--- src/rtl/imem_loader.sv ---
// imem_loader: programs IMEM from a length-prefixed byte stream and holds the CPU in reset until
// the whole image is written. Optional trailing checksum byte: define IMEM_LOADER_CHECKSUM_EN.
module imem_loader #(
  parameter int          IMEM_DEPTH = 128,
  parameter logic [31:0] BASE_ADDR  = 32'h0000_0000
) (
  input  logic        clk,
  input  logic        rst_n,
  input  logic        start,
  input  logic        byte_valid,
  input  logic [7:0]  byte_data,
  output logic        byte_ready,
  output logic        wr_en,
  output logic [31:0] wr_addr,
  output logic [31:0] wr_data,
  output logic        busy,
  output logic        done,
  output logic        error,
  output logic        cpu_rst_n
);

  typedef enum logic [2:0] {
    S_IDLE  = 3'd0,
    S_LEN0  = 3'd1,
    S_LEN1  = 3'd2,
    S_DATA  = 3'd3,
    S_CKSUM = 3'd4,
    S_DONE  = 3'd5,
    S_ERR   = 3'd6
  } state_t;

  localparam logic [16:0] DEPTH_C = 17'(IMEM_DEPTH);

`ifdef IMEM_LOADER_CHECKSUM_EN
  localparam state_t FINAL_C = S_CKSUM;
`else
  localparam state_t FINAL_C = S_DONE;
`endif

  state_t      state_r;
  state_t      nxt_state_s;
  logic        byte_ready_r;
  logic        wr_en_r;
  logic        busy_r;
  logic        done_r;
  logic        error_r;
  logic        cpu_rst_n_r;
  logic [31:0] wr_addr_r;
  logic [31:0] wr_data_r;
  logic [15:0] len_r;
  logic [15:0] idx_r;
  logic [1:0]  byte_cnt_r;
  logic [23:0] word_r;

  logic        accept_s;
  logic        restart_s;
  logic        last_word_s;
  logic [15:0] len_full_s;

`ifdef IMEM_LOADER_CHECKSUM_EN
  logic [7:0]  sum_r;

  function automatic logic [7:0] sum8(input logic [7:0] acc, input logic [7:0] b);
    return acc + b;
  endfunction
`endif

  assign accept_s    = byte_valid & byte_ready_r;
  assign restart_s   = start & ((state_r == S_IDLE) | (state_r == S_DONE) | (state_r == S_ERR));
  assign len_full_s  = {byte_data, len_r[7:0]};
  assign last_word_s = ((idx_r + 16'd1) == len_r);

  // Next-state decode; every state transition is driven by start or an accepted byte.
  always_comb begin
    nxt_state_s = state_r;
    case (state_r)
      S_IDLE, S_DONE, S_ERR: begin
        if (start) nxt_state_s = S_LEN0;
        else       nxt_state_s = state_r;
      end
      S_LEN0: begin
        if (accept_s) nxt_state_s = S_LEN1;
        else          nxt_state_s = state_r;
      end
      S_LEN1: begin
        if (!accept_s)                         nxt_state_s = state_r;
        else if (len_full_s == 16'd0)          nxt_state_s = FINAL_C;
        else if ({1'b0, len_full_s} > DEPTH_C) nxt_state_s = S_ERR;
        else                                   nxt_state_s = S_DATA;
      end
      S_DATA: begin
        if (accept_s && (byte_cnt_r == 2'd3) && last_word_s) nxt_state_s = FINAL_C;
        else                                                 nxt_state_s = state_r;
      end
`ifdef IMEM_LOADER_CHECKSUM_EN
      S_CKSUM: begin
        if (!accept_s)               nxt_state_s = state_r;
        else if (byte_data == sum_r) nxt_state_s = S_DONE;
        else                         nxt_state_s = S_ERR;
      end
`endif
      default: nxt_state_s = S_IDLE;
    endcase
  end

  // FSM register with outputs decoded from the next state so they line up with it.
  always_ff @(posedge clk or negedge rst_n) begin
    if (!rst_n) begin
      state_r      <= S_IDLE;
      byte_ready_r <= 1'b0;
      wr_en_r      <= 1'b0;
      wr_addr_r    <= 32'h0000_0000;
      wr_data_r    <= 32'h0000_0000;
      busy_r       <= 1'b0;
      done_r       <= 1'b0;
      error_r      <= 1'b0;
      cpu_rst_n_r  <= 1'b0;
      len_r        <= 16'd0;
      idx_r        <= 16'd0;
      byte_cnt_r   <= 2'd0;
      word_r       <= 24'd0;
`ifdef IMEM_LOADER_CHECKSUM_EN
      sum_r        <= 8'd0;
`endif
    end else begin
      state_r      <= nxt_state_s;
      byte_ready_r <= (nxt_state_s == S_LEN0) | (nxt_state_s == S_LEN1) |
                      (nxt_state_s == S_DATA) | (nxt_state_s == S_CKSUM);
      busy_r       <= (nxt_state_s == S_LEN0) | (nxt_state_s == S_LEN1) |
                      (nxt_state_s == S_DATA) | (nxt_state_s == S_CKSUM);
      done_r       <= (nxt_state_s == S_DONE);
      error_r      <= (nxt_state_s == S_ERR);
      cpu_rst_n_r  <= (nxt_state_s == S_DONE);
      wr_en_r      <= 1'b0;

      if (restart_s) begin
        idx_r      <= 16'd0;
        byte_cnt_r <= 2'd0;
`ifdef IMEM_LOADER_CHECKSUM_EN
        sum_r      <= 8'd0;
`endif
      end else if (accept_s) begin
        case (state_r)
          S_LEN0: len_r[7:0]  <= byte_data;
          S_LEN1: len_r[15:8] <= byte_data;
          S_DATA: begin
            byte_cnt_r <= byte_cnt_r + 2'd1;
`ifdef IMEM_LOADER_CHECKSUM_EN
            sum_r      <= sum8(sum_r, byte_data);
`endif
            // Little-endian assembly: the fourth byte completes the word and fires the write.
            case (byte_cnt_r)
              2'd0: word_r[7:0]   <= byte_data;
              2'd1: word_r[15:8]  <= byte_data;
              2'd2: word_r[23:16] <= byte_data;
              2'd3: begin
                wr_en_r   <= 1'b1;
                wr_data_r <= {byte_data, word_r};
                wr_addr_r <= BASE_ADDR + {14'd0, idx_r, 2'b00};
                idx_r     <= idx_r + 16'd1;
              end
              default: word_r <= word_r;
            endcase
          end
          default: len_r <= len_r;
        endcase
      end else begin
        len_r <= len_r;
      end
    end
  end

  assign byte_ready = byte_ready_r;
  assign wr_en      = wr_en_r;
  assign wr_addr    = wr_addr_r;
  assign wr_data    = wr_data_r;
  assign busy       = busy_r;
  assign done       = done_r;
  assign error      = error_r;
  assign cpu_rst_n  = cpu_rst_n_r;

endmodule

--- config.mk ---
export PLATFORM = sky130hd
export DESIGN_NAME = imem_loader
export DESIGN_NICKNAME = d
export VERILOG_FILES = /design/src/rtl/imem_loader.sv
export SDC_FILE = /design/constraint.sdc
export NUM_CORES = 1
export LEC_CHECK = 0
export ABC_AREA = 1
export CAP_MARGIN = 20
export CORE_MARGIN = 3
export CORE_UTILIZATION = 43
export DETAILED_ROUTE_END_ITERATION = 8
export GPL_ROUTABILITY_DRIVEN = 0
export GPL_TIMING_DRIVEN = 0
export PLACE_DENSITY = 0.76
export SETUP_SLACK_MARGIN = 0.4
export SKIP_LAST_GASP = 1
export SLEW_MARGIN = 20
export SYNTH_ARGS = -nofsm -noshare
export SYNTH_HDL_FRONTEND = slang
export SYNTH_SLANG_ARGS = --single-unit
--- constraint.sdc ---
create_clock -name clk -period 2.1 [get_ports clk]
set_input_delay 0.42 -clock clk [delete_from_list [all_inputs] [get_ports clk]]
set_output_delay 0.42 -clock clk [all_outputs]
set_load 0.01 [all_outputs]
==> reports/qor.csv <==
stage,metric,value,unit
status,status,finished with violations,
status,violations,setup timing,
hold_path,holdCritPathClass,reg2reg,
logic_synthesis,synth_warnings,0,
clock_network,cts_tree,built,
sta,fin_tns_setup,-270,ps
sta,period_share,104,%
global_route,grtUsageTotal,22.6,%
logic_synthesis,synth_area_leaders,"dfrtp_1 (53%), nand2_1 (16%), o21ai_0 (7.1%), nand3_1 (4.3%), inv_1 (3.8%)",
sta,fin_ws,-88.8,ps
global_route,grt_overflow,0,
placement,placedCellCount,902,
clock_network,cts_buffers,17,
clock_network,clk-insertion-delay-late,420,ps
global_route,grt_max_degree,65,
setup_path,required,2410,ps
setup_path,worst-path-buf-inv,1,
sta,skew,7.22,ps
placement,dpl.hpwl,10100,um
placement,placed_area,6260,sq um
finish,drive_gt1_share,19.7,%
logic_synthesis,synth-edff-count,0,
sta,rsz0062_at_grt,true,
routing,drc,0,
finish,area_delta_synth_final,37.4,%
power,power_density,1100,nW/um^2
routing,drt_first_pass_iters,5,
logic_synthesis,ys_seq_area_share,53.2,%
routing,routed_wl,15500,um
die,coreArea,11800,sq um
clock_network,cts_sinks,113,
power,peakVddDrop,0.613,mV
die,initial_core_util,45.2,%
setup_path,crit_family,simple AND/OR/NAND/NOR gates,
routing,viasPerCell,5.32,
sta,setup_viol,5,
setup_path,cp.arrival,2500,ps
logic_synthesis,synth_ff_type,dfrtp_1,
power,leakagePower,3.78,nW
routing,drt_iter0_drc,535,
routing,num_vias,5137,
sta,whs,466,ps
logic_synthesis,syn_area,5310,sq um
setup_path,path_cells,ha_4 > nand2_4 > nor2_4 > buf_6 > nand2_4 > nand2_4 > nand2_2 > nand2_2 > nand2_2 > nor2_2 > nand3_1 > nor2_1 > nand2_1 > nand2_2 > nand2_4 > nor2_4 > nor2_2,
finish,finalInstanceArea,7300,sq um
setup_path,regToRegSetupSlack,-90,ps
die,rows,39,
finish,final_cells,966,
setup_path,max_stage_delay,420,ps
flow_run,maxCapViolCount,0,
logic_synthesis,ys_types,28,
sta,finalMaxSlewViolations,0,
setup_path,critPathLaunchType,flop,
power,power,8.02,mW
finish,final_common_cell,nand2_1,
global_route,first_global_vias,4940,
logic_synthesis,synthDominantCellAreaShare,53.2,%
setup_path,crit_fanout,6,
die,dieArea,13700,sq um
finish,final_cell_mix,"nand2_1 (214), dfrtp_1 (110), o21ai_0 (70), dlygate4sd2_1 (53), inv_1 (52)",
die,die_h,117,um
placement,place_ws,-360,ps
logic_synthesis,ys_seq_elements,113,
clock_network,h-tree-depth,4,
sta,fmax,457,MHz
clock_network,clkSlewWorstSetupHoldPaths,60,ps
sta,hold_viol_final,0,
placement,port_buffers,65,
logic_synthesis,syn_inst,657,
setup_path,worstSetupPathType,reg2reg,
setup_path,endpoint_kind,flop,
die,die_x,117,um
logic_synthesis,synth.avg_cell_area,8.09,sq um
finish,diodes,0,
global_route,antenna_found_initial,0,
logic_synthesis,synthArstFlopShare,100,%
finish,nets,806,
clock_network,clock_tree.root_cell,clkbuf_16,
finish,post-route-util,62.1,%
logic_synthesis,synth_top_area_cell,dfrtp_1,
setup_path,worst_path_max_delay_cell,dfrtp_2,
routing,wl_per_cell,16.0,um
routing,ant_nets,0,
clock_network,clock_path_buffers,2,
sta,fin_crit,2190,ps
global_route,grt_pass1_wl,23800,um
die,io_pins,82,
-- worst min-delay path: stages (launching register included) --
cell and delay (ps):
dfrtp_1 330, nand2_1 50, nand2_1 50
-- metal layers --
metal | share of wire (%) | routed length (um) | global-route usage [%] | vias up
met3 | 7.7 | 1200 | 5.55 | 57
met2 | 49 | 7520 | 36.6 | 263
met1 | 41 | 6300 | 28.9 | 2472
met5 | 0 | 0 | 0 | -
li1 | - | - | - | 2345
met4 | 3.1 | 480 | 9.48 | 0
-- worst paths after layout --
kind	from	to	cells after the start
max in group asynchronous	rst_n	len_r[12]$_DFFE_PN0P_	3
worst min register to register	wr_data[5]$_DFFE_PN0P_	wr_data[5]$_DFFE_PN0P_	2
worst min-delay path	wr_data[5]$_DFFE_PN0P_	wr_data[5]$_DFFE_PN0P_	2
worst max-delay path	idx_r[0]$_DFFE_PN0P_	busy$_DFF_PN0_	17
worst max register to register	idx_r[0]$_DFFE_PN0P_	busy$_DFF_PN0_	17
min in group asynchronous	rst_n	wr_en$_DFF_PN0_	2
-- report_power, final --
part	switching [mW]	total, mW	internal [mW]
logic	1.19	1.93	0.736
clock network	1.05	3.07	2.02
registers	0.332	3.03	2.69
-- cell type report --
| cell class | count | area, sq um |
|---|---|---|
| well taps | 164 | 205 |
| multi-input cells | 465 | 2270 |
| clock buffers | 20 | 447 |
| clock inverters | 12 | 184 |
| inverters | 58 | 220 |
| flip-flops and latches | 113 | 2830 |
| plain buffers | 36 | 274 |
| repair buffers | 98 | 866 |
| fillers | 927 | 4460 |
-- state kept, by name (all words and copies together) (netlist names) --
name,flops
idx_r,16
byte_cnt_r,2
wr_en,1
wr_addr,16
state_r,3
busy,1
len_r,16
error,1
word_r,24
wr_data,32
cpu_rst_n,1
-- cell usage after synthesis, types with 2 or more instances --
cell type / instances
a21oi_1: 6
buf_2: 4
buf_4: 18
clkbuf_1: 12
dfrtp_1: 113
ha_1: 5
inv_1: 54
inv_2: 4
nand2_1: 229
nand2_2: 5
nand3_1: 46
nand3_2: 2
nand3b_1: 3
nand4_1: 15
nor2_1: 40
nor2_2: 4
nor2_4: 4
nor3_1: 2
o21ai_0: 75
o21ai_1: 3
o22ai_1: 6
-- logic make-up (layout without fill, tap and decap cells) --
group / after synthesis / after routing / share of synthesized area (%)
other cells: 1 / 16 / 0.0706
xor+xnor: 1 / 1 / 0.165
fa+ha+maj: 5 / 5 / 1.18
compound gates: 92 / 92 / 8.90
flops: 113 / 113 / 53.2
simple gates: 351 / 351 / 28.3
buf+inv: 94 / 224 / 8.15
-- timing repair --
item / in CTS / in global routing
gates cloned: 0 / 0
resized for setup: 85 / 68
endpoints found under the hold margin: 49 / 0
hold buffers: 1 / 0
endpoints found under the setup margin: 154 / 94
pin swaps: 10 / 15
setup buffers: 22 / 9
Note: power is estimated with default switching activity, not from simulation.
